**src/rtl/radix4_mul_arbiter_pkg.sv**
```systemverilog
// radix4_mul_arbiter_pkg: shared FSM encoding and default widths for the multiplier arbiter
package radix4_pkg;
  localparam int W_DEF = 8;
  localparam int PW_DEF = 2 * W_DEF;
  typedef enum logic [1:0] {
    ST_IDLE  = 2'd0,
    ST_ISSUE = 2'd1,
    ST_WAIT  = 2'd2,
    ST_RESP  = 2'd3
  } state_t;
endpackage

```
**src/rtl/radix4_mul_arbiter_if.sv**
```systemverilog
// radix4_mul_arbiter_if: requester handshake plus multiplier go/done bus
interface radix4_mul_arbiter_if
  import radix4_pkg::*;
#(
  parameter int N = 4,
  parameter int W = W_DEF
);
  logic [N-1:0]   req;
  logic [N*W-1:0] opa_flat;
  logic [N*W-1:0] opb_flat;
  logic [N-1:0]   gnt;
  logic [N-1:0]   rsp_valid;
  logic [2*W-1:0] rsp_data;
  logic           rsp_err;
  logic           busy;
  logic           mul_go;
  logic [W-1:0]   mul_a;
  logic [W-1:0]   mul_b;
  logic           mul_done;
  logic [2*W-1:0] mul_p;
  modport slave (
    input  req, opa_flat, opb_flat, mul_done, mul_p,
    output gnt, rsp_valid, rsp_data, rsp_err, busy, mul_go, mul_a, mul_b
  );
  modport master (
    output req, opa_flat, opb_flat, mul_done, mul_p,
    input  gnt, rsp_valid, rsp_data, rsp_err, busy, mul_go, mul_a, mul_b
  );
endinterface

```
**src/rtl/radix4_mul_arbiter_rr_pick.sv**
```systemverilog
// rr_pick: first set request scanning upward from ptr with wrap, as one-hot and index
module rr_pick #(
  parameter int N  = 4,
  parameter int IW = $clog2(N)
) (
  input  logic [N-1:0]  req,
  input  logic [IW-1:0] ptr,
  output logic [N-1:0]  onehot,
  output logic [IW-1:0] idx,
  output logic          any
);
  logic [IW:0] s;
  always_comb begin
    onehot = '0;
    idx = '0;
    any = 1'b0;
    s = '0;
    for (int i = 0; i < N; i++) begin
      s = {1'b0, ptr} + (IW+1)'(i);
      s = s >= (IW+1)'(N) ? s - (IW+1)'(N) : s;
      if (!any && req[s[IW-1:0]]) begin
        any = 1'b1;
        idx = s[IW-1:0];
        onehot[s[IW-1:0]] = 1'b1;
      end
    end
  end
endmodule

```
**src/rtl/radix4_mul_arbiter.sv**
```systemverilog
// radix4_mul_arbiter: round-robin sharing of one go/done multiplier among N requesters with timeout
module radix4_mul_arbiter
  import radix4_pkg::*;
#(
  parameter int N           = 4,
  parameter int W           = W_DEF,
  parameter int TIMEOUT_CYC = 64
) (
  input logic clk,
  input logic rst,
  radix4_mul_arbiter_if.slave bus
);
  localparam int IW = $clog2(N);
  localparam int CW = $clog2(TIMEOUT_CYC);
  state_t state, nxt;
  logic [N-1:0] pick;
  logic [IW-1:0] pick_idx, win, rr_ptr;
  logic any, tmo;
  logic [CW-1:0] cnt;
  rr_pick #(.N(N), .IW(IW)) u_pick (
    .req(bus.req), .ptr(rr_ptr), .onehot(pick), .idx(pick_idx), .any(any)
  );
  assign tmo = cnt == CW'(TIMEOUT_CYC - 1);
  assign bus.mul_go = state == ST_ISSUE;
  assign bus.busy = state != ST_IDLE;
  assign bus.rsp_valid = state == ST_RESP ? bus.gnt : '0;
  always_comb begin
    nxt = state;
    nxt = state == ST_IDLE  ? (any ? ST_ISSUE : ST_IDLE) :
          state == ST_ISSUE ? ST_WAIT :
          state == ST_WAIT  ? (bus.mul_done || tmo ? ST_RESP : ST_WAIT) : ST_IDLE;
  end
  always_ff @(posedge clk) begin
    if (rst) begin
      state <= ST_IDLE;
      bus.gnt <= '0;
      bus.rsp_data <= '0;
      bus.rsp_err <= 1'b0;
      bus.mul_a <= '0;
      bus.mul_b <= '0;
      rr_ptr <= '0;
      win <= '0;
      cnt <= '0;
    end else begin
      state <= nxt;
      if (state == ST_IDLE && any) begin
        bus.gnt <= pick;
        win <= pick_idx;
        bus.mul_a <= bus.opa_flat[pick_idx*W +: W];
        bus.mul_b <= bus.opb_flat[pick_idx*W +: W];
      end
      if (state == ST_ISSUE) cnt <= '0;
      if (state == ST_WAIT) begin
        cnt <= cnt + 1'b1;
        // done takes priority over a coincident timeout
        if (bus.mul_done || tmo) begin
          bus.rsp_data <= bus.mul_done ? bus.mul_p : '0;
          bus.rsp_err <= !bus.mul_done;
        end
      end
      if (state == ST_RESP) begin
        bus.gnt <= '0;
        rr_ptr <= win == IW'(N - 1) ? '0 : win + 1'b1;
      end
    end
  end
endmodule
```
**src/flat_wrapper.sv**
```systemverilog
// flat-port wrapper written by rule: the top's interface ports become plain ports
module radix4_mul_arbiter_flat import radix4_pkg::*;
#(
  parameter int N           = 4,
  parameter int W           = W_DEF,
  parameter int TIMEOUT_CYC = 64
)
  (clk, rst, bus_req, bus_opa_flat, bus_opb_flat, bus_mul_done, bus_mul_p, bus_gnt, bus_rsp_valid, bus_rsp_data, bus_rsp_err, bus_busy, bus_mul_go, bus_mul_a, bus_mul_b);
  radix4_mul_arbiter_if #(.N(N), .W(W)) bus_i ();
  input logic clk;
  input logic rst;
  input wire logic [$bits(bus_i.req)-1:0] bus_req;
  input wire logic [$bits(bus_i.opa_flat)-1:0] bus_opa_flat;
  input wire logic [$bits(bus_i.opb_flat)-1:0] bus_opb_flat;
  input wire logic [$bits(bus_i.mul_done)-1:0] bus_mul_done;
  input wire logic [$bits(bus_i.mul_p)-1:0] bus_mul_p;
  output wire logic [$bits(bus_i.gnt)-1:0] bus_gnt;
  output wire logic [$bits(bus_i.rsp_valid)-1:0] bus_rsp_valid;
  output wire logic [$bits(bus_i.rsp_data)-1:0] bus_rsp_data;
  output wire logic [$bits(bus_i.rsp_err)-1:0] bus_rsp_err;
  output wire logic [$bits(bus_i.busy)-1:0] bus_busy;
  output wire logic [$bits(bus_i.mul_go)-1:0] bus_mul_go;
  output wire logic [$bits(bus_i.mul_a)-1:0] bus_mul_a;
  output wire logic [$bits(bus_i.mul_b)-1:0] bus_mul_b;
  assign bus_i.req = bus_req;
  assign bus_i.opa_flat = bus_opa_flat;
  assign bus_i.opb_flat = bus_opb_flat;
  assign bus_i.mul_done = bus_mul_done;
  assign bus_i.mul_p = bus_mul_p;
  assign bus_gnt = bus_i.gnt;
  assign bus_rsp_valid = bus_i.rsp_valid;
  assign bus_rsp_data = bus_i.rsp_data;
  assign bus_rsp_err = bus_i.rsp_err;
  assign bus_busy = bus_i.busy;
  assign bus_mul_go = bus_i.mul_go;
  assign bus_mul_a = bus_i.mul_a;
  assign bus_mul_b = bus_i.mul_b;
  radix4_mul_arbiter #(.N(N), .W(W), .TIMEOUT_CYC(TIMEOUT_CYC)) u_core (.clk(clk), .rst(rst), .bus(bus_i));
endmodule
```
**config.mk**
```make
export PLATFORM = sky130hd
export DESIGN_NAME = radix4_mul_arbiter_flat
export DESIGN_NICKNAME = d
export VERILOG_FILES = /design/src/rtl/radix4_mul_arbiter_pkg.sv /design/src/rtl/radix4_mul_arbiter_if.sv /design/src/rtl/radix4_mul_arbiter_rr_pick.sv /design/src/rtl/radix4_mul_arbiter.sv /design/src/flat_wrapper.sv
export SDC_FILE = /design/constraint.sdc
export NUM_CORES = 1
export LEC_CHECK = 0
export ABC_AREA = 1
export CAP_MARGIN = 20
export CORE_UTILIZATION = 28
export DETAILED_ROUTE_END_ITERATION = 8
export PLACE_DENSITY = 0.59
export SLEW_MARGIN = 20
export SYNTH_ARGS = -nofsm -noshare
export SYNTH_HDL_FRONTEND = slang
export SYNTH_HIERARCHICAL = 1
export SYNTH_SLANG_ARGS = --single-unit
```
**constraint.sdc**
```tcl
create_clock -name clk -period 3.4 [get_ports clk]
set_clock_uncertainty 0.15 [all_clocks]
set_input_delay 0.51 -clock clk [delete_from_list [all_inputs] [get_ports clk]]
set_output_delay 0.51 -clock clk [all_outputs]
set_load 0.01 [all_outputs]
```
==> results.cfg <==
[outcome]
outcome = finished, final reports clean

[clocking]
clkLatencyLatePin_ns = 0.30
cts.sinks = 49
cts_tree = done
htree_levels = 2
numCtsBuffers = 5
cts_hold_buffers = 0
ctsLongestPathBuffers = 2
cts.clk_slew.worst_paths_ns = 0.09
cts_resized = 0
cts_setup_buffers = 0
cts_root_buf = clkbuf_8

[synth]
yosys.area_share.simple_pct = 37.6
synthAdderAreaFrac_pct = 4.44
synth_nets = 556
synth_compound_area_share_pct = 14.2
yosys-top-cells-area = dfxtp_1, nor2_1, nand2_1, nand3_1, inv_1
yosysSeqAreaShare_pct = 31.7
synthCells = 458
muxShareOfSynthArea_pct = 0
synth_edf_count = 0
synth_top_family_by_area = simple AND/OR/NAND/NOR gates
yosys.area.top_type = dfxtp_1
yosysTopAreaCellShare_pct = 31.7
synth_cell_types = 31
yosys_warnings = 6
synth_seq_cells = 49
synth_async_sr_flop_share_pct = 0
synth_flop_cell = dfxtp_1
synthXorXnorAreaFrac_pct = 0.565
synthesis.area_um2 = 3100
avgSynthCellArea_um2 = 6.77

[grt]
antenna_found_initial = 0
grt_start_max_net_pins = 36
overflow = 0
track_usage_pct = 15.0
grt_pass1_vias = 3087
grt_pass1_wl_um = 14000

[place]
preCtsSetupSlack_ns = 0.394
placed_area_um2 = 4420
portBuffers = 129
routabilityCongestion = 0.887
hpwl_um = 6610

[final_layout]
multi_input_area_um2 = 1760
final_cell_area_um2 = 4500
fillerInstances = 1099
synthToLayoutAreaGrowth_pct = 45.2
num_antenna_cells = 0
finalNetCount = 674
final_layout_size_suffix_gt1_share_pct = 10.6
ff_latch_area_um2 = 981

[worst_hold_path]
hp-class = register to register
min_from = u_core/bus.rsp_data[14]

[timing]
worstMarginPinSlew_ns = 0.474
max_slew_margin_pct = 68.1
setup_viol = 0
rsz0062_at_grt = no
finalMaxSlewViolations = 0
max_clock_freq_mhz = 335
setup_slack_ns = 0.413
finalHoldViolCount = 0
final.setup.tns_ns = 0
min_period_ns = 2.99
post-route-period-util_pct = 87.9

[power]
power_density_nw_per_um2 = 344
finalPower_w = 0.00155
irDropWorstVdd_uv = 160
power_leakage_nw = 1.91

[critical_path]
r2r-start = u_core/rr_ptr[1]
worstSetupEndpointType = register
path_max_fanout = 32
cp.required_ns = 3.49
cp.arrival_ns = 3.08
crit_start = u_core/rr_ptr[1]
critical_path_class = register to register
start_kind = register

[detailed_routing]
viasPerCell = 4.55
wl_per_cell_um = 11.9
vias = 3263
drt_iter0_markers = 115
route.antenna.remaining_nets = 0
dr.pass1.iters = 4
post-route-drc-count = 0
wirelength_um = 8530

[die]
core_um2 = 10800
die_w_um = 107
die_h_um = 107
num_rows = 38
initial_utilization_pct = 28.7
die-area_um2 = 11500
pin_count = 130

[job]
drv_cap = 0
==> Yosys cell counts, types with 2 or more instances <==
cell type	count
a21oi_2	12
nand3_2	11
o21ai_1	10
inv_2	4
buf_6	7
buf_4	6
nand2_4	3
clkbuf_1	2
clkbuf_2	2
dfxtp_1	49
a21boi_0	4
nor2_1	110
nand2_2	12
o21ai_0	28
nand4_1	7
nor3_1	3
ha_1	11
a21oi_1	21
nor2_4	2
nand2_1	62
buf_2	5
inv_1	40
nand3_1	39
==> cell type report <==
class | instances | area share [%]
timing repair buffer | 134 | 29.4
multi-input combinational | 340 | 39.1
clock buffer | 6 | 1.61
tap | 140 | 3.89
inverter | 46 | 3.92
sequential | 49 | 21.8
clock inverter | 2 | 0.222
==> through the flow <==
step	util, %	hold slack (ns)	cells
final	41.7	0.331	717
after CTS	41.7	0.333	717
after detailed placement	40.9	0.319	709
after global routing	41.7	0.349	717
after floorplan	-	0.298	458
after global placement	40.9	0.311	709
==> critical path, cell delays in order (launching register included) <==
cell     delay, ns
dfxtp_1       0.49
inv_1         0.18
ha_1          0.38
inv_1         0.10
nand3_1       0.09
nand2_1       0.06
nor2_1        0.31
a21oi_1       0.11
nand3_1       0.18
buf_4         0.33
nor2_1        0.09
nor2_1        0.08
o21ai_1       0.11
nand3_1       0.14
nand2_1       0.07
inv_1         0.05
==> layer usage <==
metal | share of wire, % | wire length, um | track usage (%)
met1 | 42 | 3600 | 16.7
met2 | 50 | 4250 | 28.0
met3 | 6.6 | 564 | 4.07
met4 | 1.2 | 106 | 3.72
met5 | 0 | 0 | 0
==> registers in the layout, summed over array words and instances (netlist names) <==
register,count
u_core/bus.rsp_err,1
u_core/bus.rsp_data,16
u_core/bus.mul_b,8
u_core/state,2
u_core/bus.mul_a,8
u_core/win,2
u_core/rr_ptr,2
u_core/cnt,6
u_core/bus.gnt,4
==> cells by family (layout without fill, tap and decap cells) <==
group	Yosys count	in the layout
simple gates	251	251
compound gates	76	76
buf+inv	69	188
flops	49	49
fa+ha+maj	11	11
xor+xnor	2	2
==> worst paths after layout <==
kind | end | slack [ns] | cells past startpoint
hold reg to reg | u_core/bus.rsp_data[14] | 0.33 | 2
setup / recovery | u_core/bus.mul_a[6] | 0.41 | 15
hold / removal | u_core/bus.rsp_data[14] | 0.33 | 2
setup reg to reg | u_core/bus.mul_a[6] | 0.41 | 15
==> report_power, final <==
part / total (W) / leakage (nW) / switching, W / internal [W]
clock: 0.000333 / 0.0450 / 0.000190 / 0.000143
combinational: 0.000561 / 1.46 / 0.000290 / 0.000271
sequential: 0.000652 / 0.401 / 0.0000282 / 0.000624
total: 0.00155 / 1.91 / 0.000508 / 0.00104
==> cell usage in the layout, fill, tap and decap left out <==
master / instances
clkdlybuf4s50_1: 128
nor2_1: 110
nand2_1: 62
dfxtp_1: 49
inv_1: 40
nand3_1: 39
o21ai_0: 28
a21oi_1: 21
nand2_2: 12
a21oi_2: 12
nand3_2: 11
ha_1: 11
o21ai_1: 10
nand4_1: 7
clkbuf_8: 5
buf_4: 5
inv_2: 4
a21boi_0: 4
clkinv_2: 3
nand2_4: 3
nor3_1: 3
nor2_4: 2
clkbuf_1: 1
buf_2: 1
nor2_2: 1
inv_4: 1
a32o_1: 1
xor2_1: 1
xnor2_1: 1
nand3_4: 1
Power figures use the tool's default switching activity.
